`config.mk`:
```
export PLATFORM = sky130hd
export DESIGN_NAME = mult_bus_packer
export DESIGN_NICKNAME = d
export VERILOG_FILES = /design/src/rtl/mult_bus_packer_pkg.sv /design/src/rtl/mult_bus_packer.sv
export SDC_FILE = /design/constraint.sdc
export NUM_CORES = 2
export LEC_CHECK = 0
export BUFFER_PORTS_ARGS = -buffer_cell sky130_fd_sc_hd__clkbuf_2
export CAP_MARGIN = 20
export CORE_AREA = 2 2 455 457
export CTS_CLUSTER_SIZE = 8
export DETAILED_ROUTE_END_ITERATION = 10
export DIE_AREA = 0 0 457 459
export PLACE_DENSITY_LB_ADDON = 0.25
export SYNTH_ARGS = -nofsm -noshare
export SYNTH_HDL_FRONTEND = slang
export SYNTH_SLANG_ARGS = --single-unit
```
`constraint.sdc`:
```
create_clock -name CLK -period 2.7 [get_ports CLK]
set_input_delay 0 -clock CLK [delete_from_list [all_inputs] [get_ports CLK]]
set_output_delay 0 -clock CLK [all_outputs]
set_load 0.01 [all_outputs]
```
`src/rtl/mult_bus_packer_pkg.sv`:
```
// Shared sizing helpers for the multiplier operand packer: beat count,
// counter width, lane-slice indexing and the lane/beat divisibility check.
package mult_bus_packer_pkg;

    function automatic int calc_beats(input int num_pes, input int in_lanes);
        return num_pes / in_lanes;
    endfunction

    // Counter width with a floor of one bit so BEATS=1 still has a register.
    function automatic int calc_cnt_w(input int n);
        return (n > 1) ? $clog2(n) : 1;
    endfunction

    function automatic int lane_idx(input int beat, input int word, input int in_lanes);
        return beat * in_lanes + word;
    endfunction

    function automatic bit cfg_ok(input int num_pes, input int in_lanes);
        return (in_lanes > 0) && (num_pes >= in_lanes) && ((num_pes % in_lanes) == 0);
    endfunction

endpackage

```
`src/rtl/mult_bus_packer.sv`:
```
// Packs IN_LANES-wide operand beats into a NUM_PES-wide bus and issues it as a
// one-cycle pulse to the mult array. Optional feature: MULT_PACKER_ZERO_PAD_EN.
module mult_bus_packer
    import mult_bus_packer_pkg::*;
#(
    parameter int IN_DATA_TYPE = 16,
    parameter int NUM_PES      = 64,
    parameter int IN_LANES     = 8
) (
    input  logic                             CLK,
    input  logic                             rst,
    input  logic                             i_valid,
    output logic                             o_ready,
    input  logic [IN_LANES*IN_DATA_TYPE-1:0] i_data,
    input  logic                             i_stationary,
    input  logic                             i_last,
    input  logic                             i_stall,
    output logic                             o_valid,
    output logic [NUM_PES*IN_DATA_TYPE-1:0]  o_data_bus,
    output logic                             o_stationary
);

    localparam int BEATS = calc_beats(NUM_PES, IN_LANES);
    localparam int CW    = calc_cnt_w(BEATS);
    localparam int LW    = calc_cnt_w(NUM_PES);
    localparam logic [CW-1:0] LAST_BEAT = CW'(BEATS - 1);

    generate
        if (!cfg_ok(NUM_PES, IN_LANES)) begin : g_cfg_err
            $error("mult_bus_packer: NUM_PES must be a multiple of IN_LANES");
        end
    endgenerate

    typedef logic [NUM_PES-1:0][IN_DATA_TYPE-1:0] bus_t;

    logic [CW-1:0] beat_cnt_q, beat_cnt_d;
    logic          pend_q, pend_d;
    bus_t          asm_q, asm_d;
    logic          asm_stat_q, asm_stat_d;
    logic          valid_q, valid_d;
    bus_t          bus_q, bus_d;
    logic          stat_q, stat_d;
    logic          accept, copy;

`ifdef MULT_PACKER_ZERO_PAD_EN
    // A short bus that completed while the previous one was still pending.
    logic full_q, full_d;
    logic done;
    assign o_ready = !((beat_cnt_q == LAST_BEAT) && pend_q) && !full_q;
`else
    logic unused_last;
    assign unused_last = i_last;
    assign o_ready = !((beat_cnt_q == LAST_BEAT) && pend_q);
`endif

    assign accept = i_valid && o_ready;

    always_comb begin
        beat_cnt_d = beat_cnt_q;
        asm_d      = asm_q;
        asm_stat_d = asm_stat_q;
        bus_d      = bus_q;
        stat_d     = stat_q;
        valid_d    = pend_q && !i_stall;
        pend_d     = pend_q && i_stall;
        copy       = 1'b0;
`ifdef MULT_PACKER_ZERO_PAD_EN
        full_d     = full_q;
        done       = 1'b0;
`endif
        if (accept) begin
            for (int j = 0; j < IN_LANES; j++) begin
                asm_d[LW'(lane_idx(int'(beat_cnt_q), j, IN_LANES))] =
                    i_data[j*IN_DATA_TYPE +: IN_DATA_TYPE];
            end
            if (beat_cnt_q == '0) asm_stat_d = i_stationary;
            beat_cnt_d = (beat_cnt_q == LAST_BEAT) ? '0 : beat_cnt_q + 1'b1;
        end
`ifdef MULT_PACKER_ZERO_PAD_EN
        done = accept && ((beat_cnt_q == LAST_BEAT) || i_last);
        if (done) beat_cnt_d = '0;
        if ((done || full_q) && !pend_q) begin
            copy   = 1'b1;
            full_d = 1'b0;
        end else if (done) begin
            full_d = 1'b1;
        end
`else
        copy = accept && (beat_cnt_q == LAST_BEAT);
`endif
        // The final beat's slice is folded in via asm_d before the copy.
        if (copy) begin
            bus_d  = asm_d;
            stat_d = asm_stat_d;
            pend_d = 1'b1;
`ifdef MULT_PACKER_ZERO_PAD_EN
            asm_d      = '0;
            asm_stat_d = 1'b0;
`endif
        end
    end

    always_ff @(posedge CLK) begin
        if (!rst) begin
            beat_cnt_q <= '0;
            pend_q     <= 1'b0;
            asm_q      <= '0;
            asm_stat_q <= 1'b0;
            valid_q    <= 1'b0;
            bus_q      <= '0;
            stat_q     <= 1'b0;
`ifdef MULT_PACKER_ZERO_PAD_EN
            full_q     <= 1'b0;
`endif
        end else begin
            beat_cnt_q <= beat_cnt_d;
            pend_q     <= pend_d;
            asm_q      <= asm_d;
            asm_stat_q <= asm_stat_d;
            valid_q    <= valid_d;
            bus_q      <= bus_d;
            stat_q     <= stat_d;
`ifdef MULT_PACKER_ZERO_PAD_EN
            full_q     <= full_d;
`endif
        end
    end

    assign o_valid      = valid_q;
    assign o_data_bus   = bus_q;
    assign o_stationary = stat_q;

endmodule

```
* After elaboration in Yosys (flattened, before gate mapping)
Index checks and enable logic that the tools add are counted.
** Storage, ports and cells
- Logic and storage cells :: 203
- Bits of input ports :: 134
- Bits in registers :: 2055
- Output and inout port bits :: 1027
** Operators by class
- Add/sub/neg operators :: 8
- $lt $le $gt $ge :: 16
- Eq/ne operators :: 1
- Mux-type cells :: 29
- Reductions and logical operators :: 16
** Operators with widths (number)
- $bwmux 1024 :: 8
- $mux 1024 :: 1
- $demux 16 s6 :: 7
- $mux 16 :: 8
- $lt 6x8->1 const B :: 8
- $demux 16 s3 :: 1
- $ge 6x1->1 const B :: 8
- $add 6x3->6 const B :: 4
- $logic_and 1x1->1 :: 13
- $add 6x2->6 const B :: 2
- $add 6x1->6 const B :: 1
- $add 3x1->3 const B :: 1
- $eq 3x3->1 const B :: 1
- $logic_not 3->1 :: 1
- $mux 1 :: 3
- $mux 3 :: 1
- $logic_not 1->1 :: 2

* Logic depth before layout (Yosys ltp)
- Word-level depth :: 13
- Depth in mapped cells :: 9
- Depth with buffers taken out :: 5

* Worst setup path after synthesis
OpenSTA, ideal clock, no wires.
- Path type :: flip-flop to flip-flop
- From :: register beat_cnt_q[0]
- To :: register bus_q (netlist bit o_data_bus[592])
- Clock period less this slack :: 1715 ps
- Setup slack :: 985 ps
- Arrival time :: 1599 ps
- Buffers on the path :: 4
- Setup time :: 116 ps
- Required time :: 2584 ps
- Cell stages (with the launch flop) :: 10
- Cells stage by stage :: dfxtp_1 -> ha_1 -> ha_1 -> and3b_1 -> buf_4 -> buf_4 -> buf_4 -> buf_2 -> nand2_1 -> a21boi_1
** Between the ends
- Longest elaborated chain between the ends :: 13
- Elaborated cells on any way between the ends :: 55
- Those cells by class :: 7 x add/sub; 14 x order compare; 1 x eq/ne; 22 x mux; 11 x reduce/logical
** RTL lines
- from (decl) :: RTL line mult_bus_packer.sv:36 : logic [CW-1:0] beat_cnt_q, beat_cnt_d;
- from (signal assigned) :: RTL line mult_bus_packer.sv:116 : beat_cnt_q <= beat_cnt_d;
- $add 6x1->6 :: RTL line mult_bus_packer_pkg.sv:15 : return beat * in_lanes + word;
- $lt 6x8->1 (implied by the code) or $ge 6x1->1 (tied branches) :: RTL line mult_bus_packer.sv:73 : asm_d[LW'(lane_idx(int'(beat_cnt_q), j, IN_LANES))] =
- $logic_and 1x1->1 (implied by the code) :: RTL line mult_bus_packer.sv:73
- $mux 16 (implied by the code) :: RTL line mult_bus_packer.sv:73
- $demux 16 s6 :: RTL line mult_bus_packer.sv:73
- $bwmux 1024 (7 in series) :: RTL line mult_bus_packer.sv:73
- $mux 1024 :: RTL line mult_bus_packer.sv:71 : if (accept) begin
- to (signal assigned) :: RTL line mult_bus_packer.sv:121 : bus_q <= bus_d;
- to (decl) :: RTL line mult_bus_packer.sv:41 : bus_t bus_q, bus_d;
Parallel ways exist; a longest one is shown, timed or not.
A chain may end at the register's enable or synchronous reset.

* Worst setup path after layout
- From :: register beat_cnt_q[0]
- To :: register bus_q (netlist bit o_data_bus[374])
The elaborated chain is that of the path after synthesis.

==> qor.yml <==
logic_synthesis:
  ys_top_cells_by_count: "nand2_1, dfxtp_1, a31oi_1"
  synth_top_area_frac: 0.567
  synth_edf_count: 0
  synthDistinctLibCells: 30
  synth_seq_cells: 2055
  syn_area_per_cell_um2: 9.09
  synth_top_area_cell: "dfxtp_1"
  synth-main-ff-cell: "dfxtp_1"
  syn_inst: 7985
  synth_area_um2: 72600
  async_flop_share: 0
  synth_warnings: 0
  synth.area.top_cells: "dfxtp_1, nand2_1, mux2i_1, a31oi_1, and2_1"
  synth-seq-area-share: 0.567
  syn_nets: 8122
  yosysMostFrequentCell: "nand2_1"
global_routing:
  overflow: 0
  grt_max_degree: 130
  grt_pass1_wl_um: 364000
  antenna_found_initial: 12
  grt_pass1_vias: 57604
  gr-usage-all-layers: 0.224
worst_setup_path:
  worst-r2r-setup-slack_ns: 0.26
  crit_slowest_cell: "dlygate4sd3_1"
  crit_fanout: 12
  r2r-end: "o_data_bus[374]$_SDFFE_PN0P_"
  r2r_start: "beat_cnt_q[0]$_SDFFE_PN0N_"
  cp-end-kind: "register"
  startpoint_type: "register"
  crit_path_cell_trace: "ha_1 > ha_1 > and3b_4 > buf_12 > buf_4 > buf_4 > o21ai_0 > a31oi_1 > dlygate4sd3_1"
  slowest_delay_ns: 0.57
  worstSetupPathType: "register to register"
  rr_worst_depth: 9
  critical_path_arrival_ns: 3.31
  crit_required_ns: 3.57
clock_network:
  clock-sinks: 2055
  cts_hold_buffers: 310
  cts_buffer_depth: 4
  htree_levels: 5
  cts_tree: "done"
  cts.repair.resized: 0
  path_clk_slew_ns: 0.05
  clk_latency_ns: 0.91
  cts_buffers: 309
  cts_root_buf: "clkbuf_16"
  post_cts_buffers: 0
pwr:
  p_leak_nw: 38.5
  vdd_ir_drop_max_uv: 637
  pwr_density_cell_nw_per_um2: 732
outcome:
  status: "complete, no violations"
detailed_routing:
  met1_length_um: 102000
  first_iter_violations: 4428
  postRouteAntennaNets: 0
  drt_pre_antenna_iters: 6
  drc: 0
  wire_per_inst_um: 20.4
  routed-wl-met2_um: 108000
  vias_per_cell: 5.01
  routed.top_layer: "met5"
  wl_met3_um: 22100
  vias: 60121
  wirelength_um: 245000
cells_and_area:
  n_fill_cell: 19751
  fin_nets: 9401
  instances_no_fill: 12002
  drive_gt1_frac: 0.177
  syn_to_final_growth_pct: 26.5
place:
  io_buffers: 1159
  dp_cells: 11347
  dpl.hpwl_um: 157000
  gp_congestion: 0.900
timing:
  hold_viol_final: 0
  rsz0062_at_grt: "false"
  setup_violations: 0
  final.setup.tns_ns: 0
  relSlewSlack: 0.439
  slew_viol_final: 0
  period_needed_ns: 2.44
  fmax_mhz: 409
  tightestPinTransition_ns: 0.842
  min_period_over_period: 0.905
  fin_skew_ns: 0.0576
floorplanning:
  rows: 167
  core_area_um2: 206000
  die_area_um2: 210000
  dieHeight_um: 459
  start_util: 0.353
  num_io_pins: 1161
  fp.dieW_um: 457
flow_run:
  drv_cap: 0
min_path:
  hold_depth: 4
  hp-start: "i_data[31]"
  hold_path.class: "primary input to register"
  min_to: "o_data_bus[159]$_SDFFE_PN0P_"
[worst max path at each step]
| stage | from | to | slack [ns] | cells after the start |
|---|---|---|---|---|
| finish | beat_cnt_q[0]$_SDFFE_PN0N_ | o_data_bus[374]$_SDFFE_PN0P_ | 0.26 | 9 |
| detailed placement | beat_cnt_q[0]$_SDFFE_PN0N_ | asm_q[136]$_SDFF_PN0_ | 0.45 | 5 |
| floorplan | beat_cnt_q[0]$_SDFFE_PN0N_ | o_data_bus[592]$_SDFFE_PN0P_ | 0.98 | 9 |
| global placement | beat_cnt_q[0]$_SDFFE_PN0N_ | asm_q[239]$_SDFF_PN0_ | 0.46 | 5 |
| global route | beat_cnt_q[1]$_SDFFE_PN0N_ | o_data_bus[374]$_SDFFE_PN0P_ | 0.13 | 9 |
| CTS | beat_cnt_q[0]$_SDFFE_PN0N_ | o_data_bus[374]$_SDFFE_PN0P_ | 0.26 | 9 |
[cell families after synthesis]
family          count (synthesis)  share of synthesized area
simple gates                 3225                      0.185
flops                        2055                      0.567
compound gates               1546                      0.133
buf+inv                       644                     0.0435
mux                           512                     0.0706
fa+ha+maj                       3                   0.000517
[registers in the layout (all words and copies together), names as in the netlist]
name,count
pend_q,1
o_stationary,1
o_valid,1
asm_stat_q,1
beat_cnt_q,3
o_data_bus,1024
asm_q,1024
[final cells by class]
type	instances	area, um^2	share of cell area
flip-flops and latches	2055	41100	0.448
clock buffers	321	7880	0.0858
clock inverters	16	185	0.00202
well taps	2704	3380	0.0368
repair buffers	1610	10900	0.118
multi-input cells	5286	28400	0.309
inverters	2	7.51	0.0000817
diodes	8	20.0	0.000218
[placed cells by master, fill, tap and decap left out, drive strengths merged, types with 2 or more instances in the layout]
master and count:
buf 142, inv 10, dlygate4sd3 310, a31oi 513
nand2 2697, o21ai 514, clkbuf 1479, or3b 2
a21boi 517, and2 512, ha 3, nand3b 2
clkinv 6, diode 8, nor3b 3, mux2i 512
dfxtp 2055, and3b 3
[stage by stage]
stage               total power, mW  hold WS, ns  setup WS [ns]   util  area [um^2]
finish                         67.3       0.0828          0.258  0.447        91800
floorplan                      33.0        0.152          0.985      -        72600
CTS                            68.0     0.000241          0.265  0.447        91800
detailed placement             34.0        0.276          0.449  0.392        80700
global placement               34.0        0.266          0.465  0.392        80700
global route                   69.5       0.0162          0.126  0.447        91800
[power breakdown]
part / switching [mW] / total, mW / internal, mW
sequential: 0.139 / 30.8 / 30.7
clock: 12.9 / 33.4 / 20.5
combinational: 1.96 / 3.04 / 1.08
[critical path: cells and delay by family, from the launching register on]
kind	cells	cell delay [ns]
AND/OR/NAND/NOR	1	0.28
adder cells (fa/ha/maj)	2	0.43
flip-flops	1	0.33
AO/OA/AOI/OAI	2	0.23
buffers and inverters	4	1.16
[routing by layer]
| metal | global-route usage | up-vias |
|---|---|---|
| li1 | - | 28848 |
| met1 | 0.276 | 28581 |
| met2 | 0.347 | 2155 |
| met3 | 0.0750 | 531 |
| met4 | 0.120 | 6 |
| met5 | 0 | - |
(Power assumes the default switching activity.)
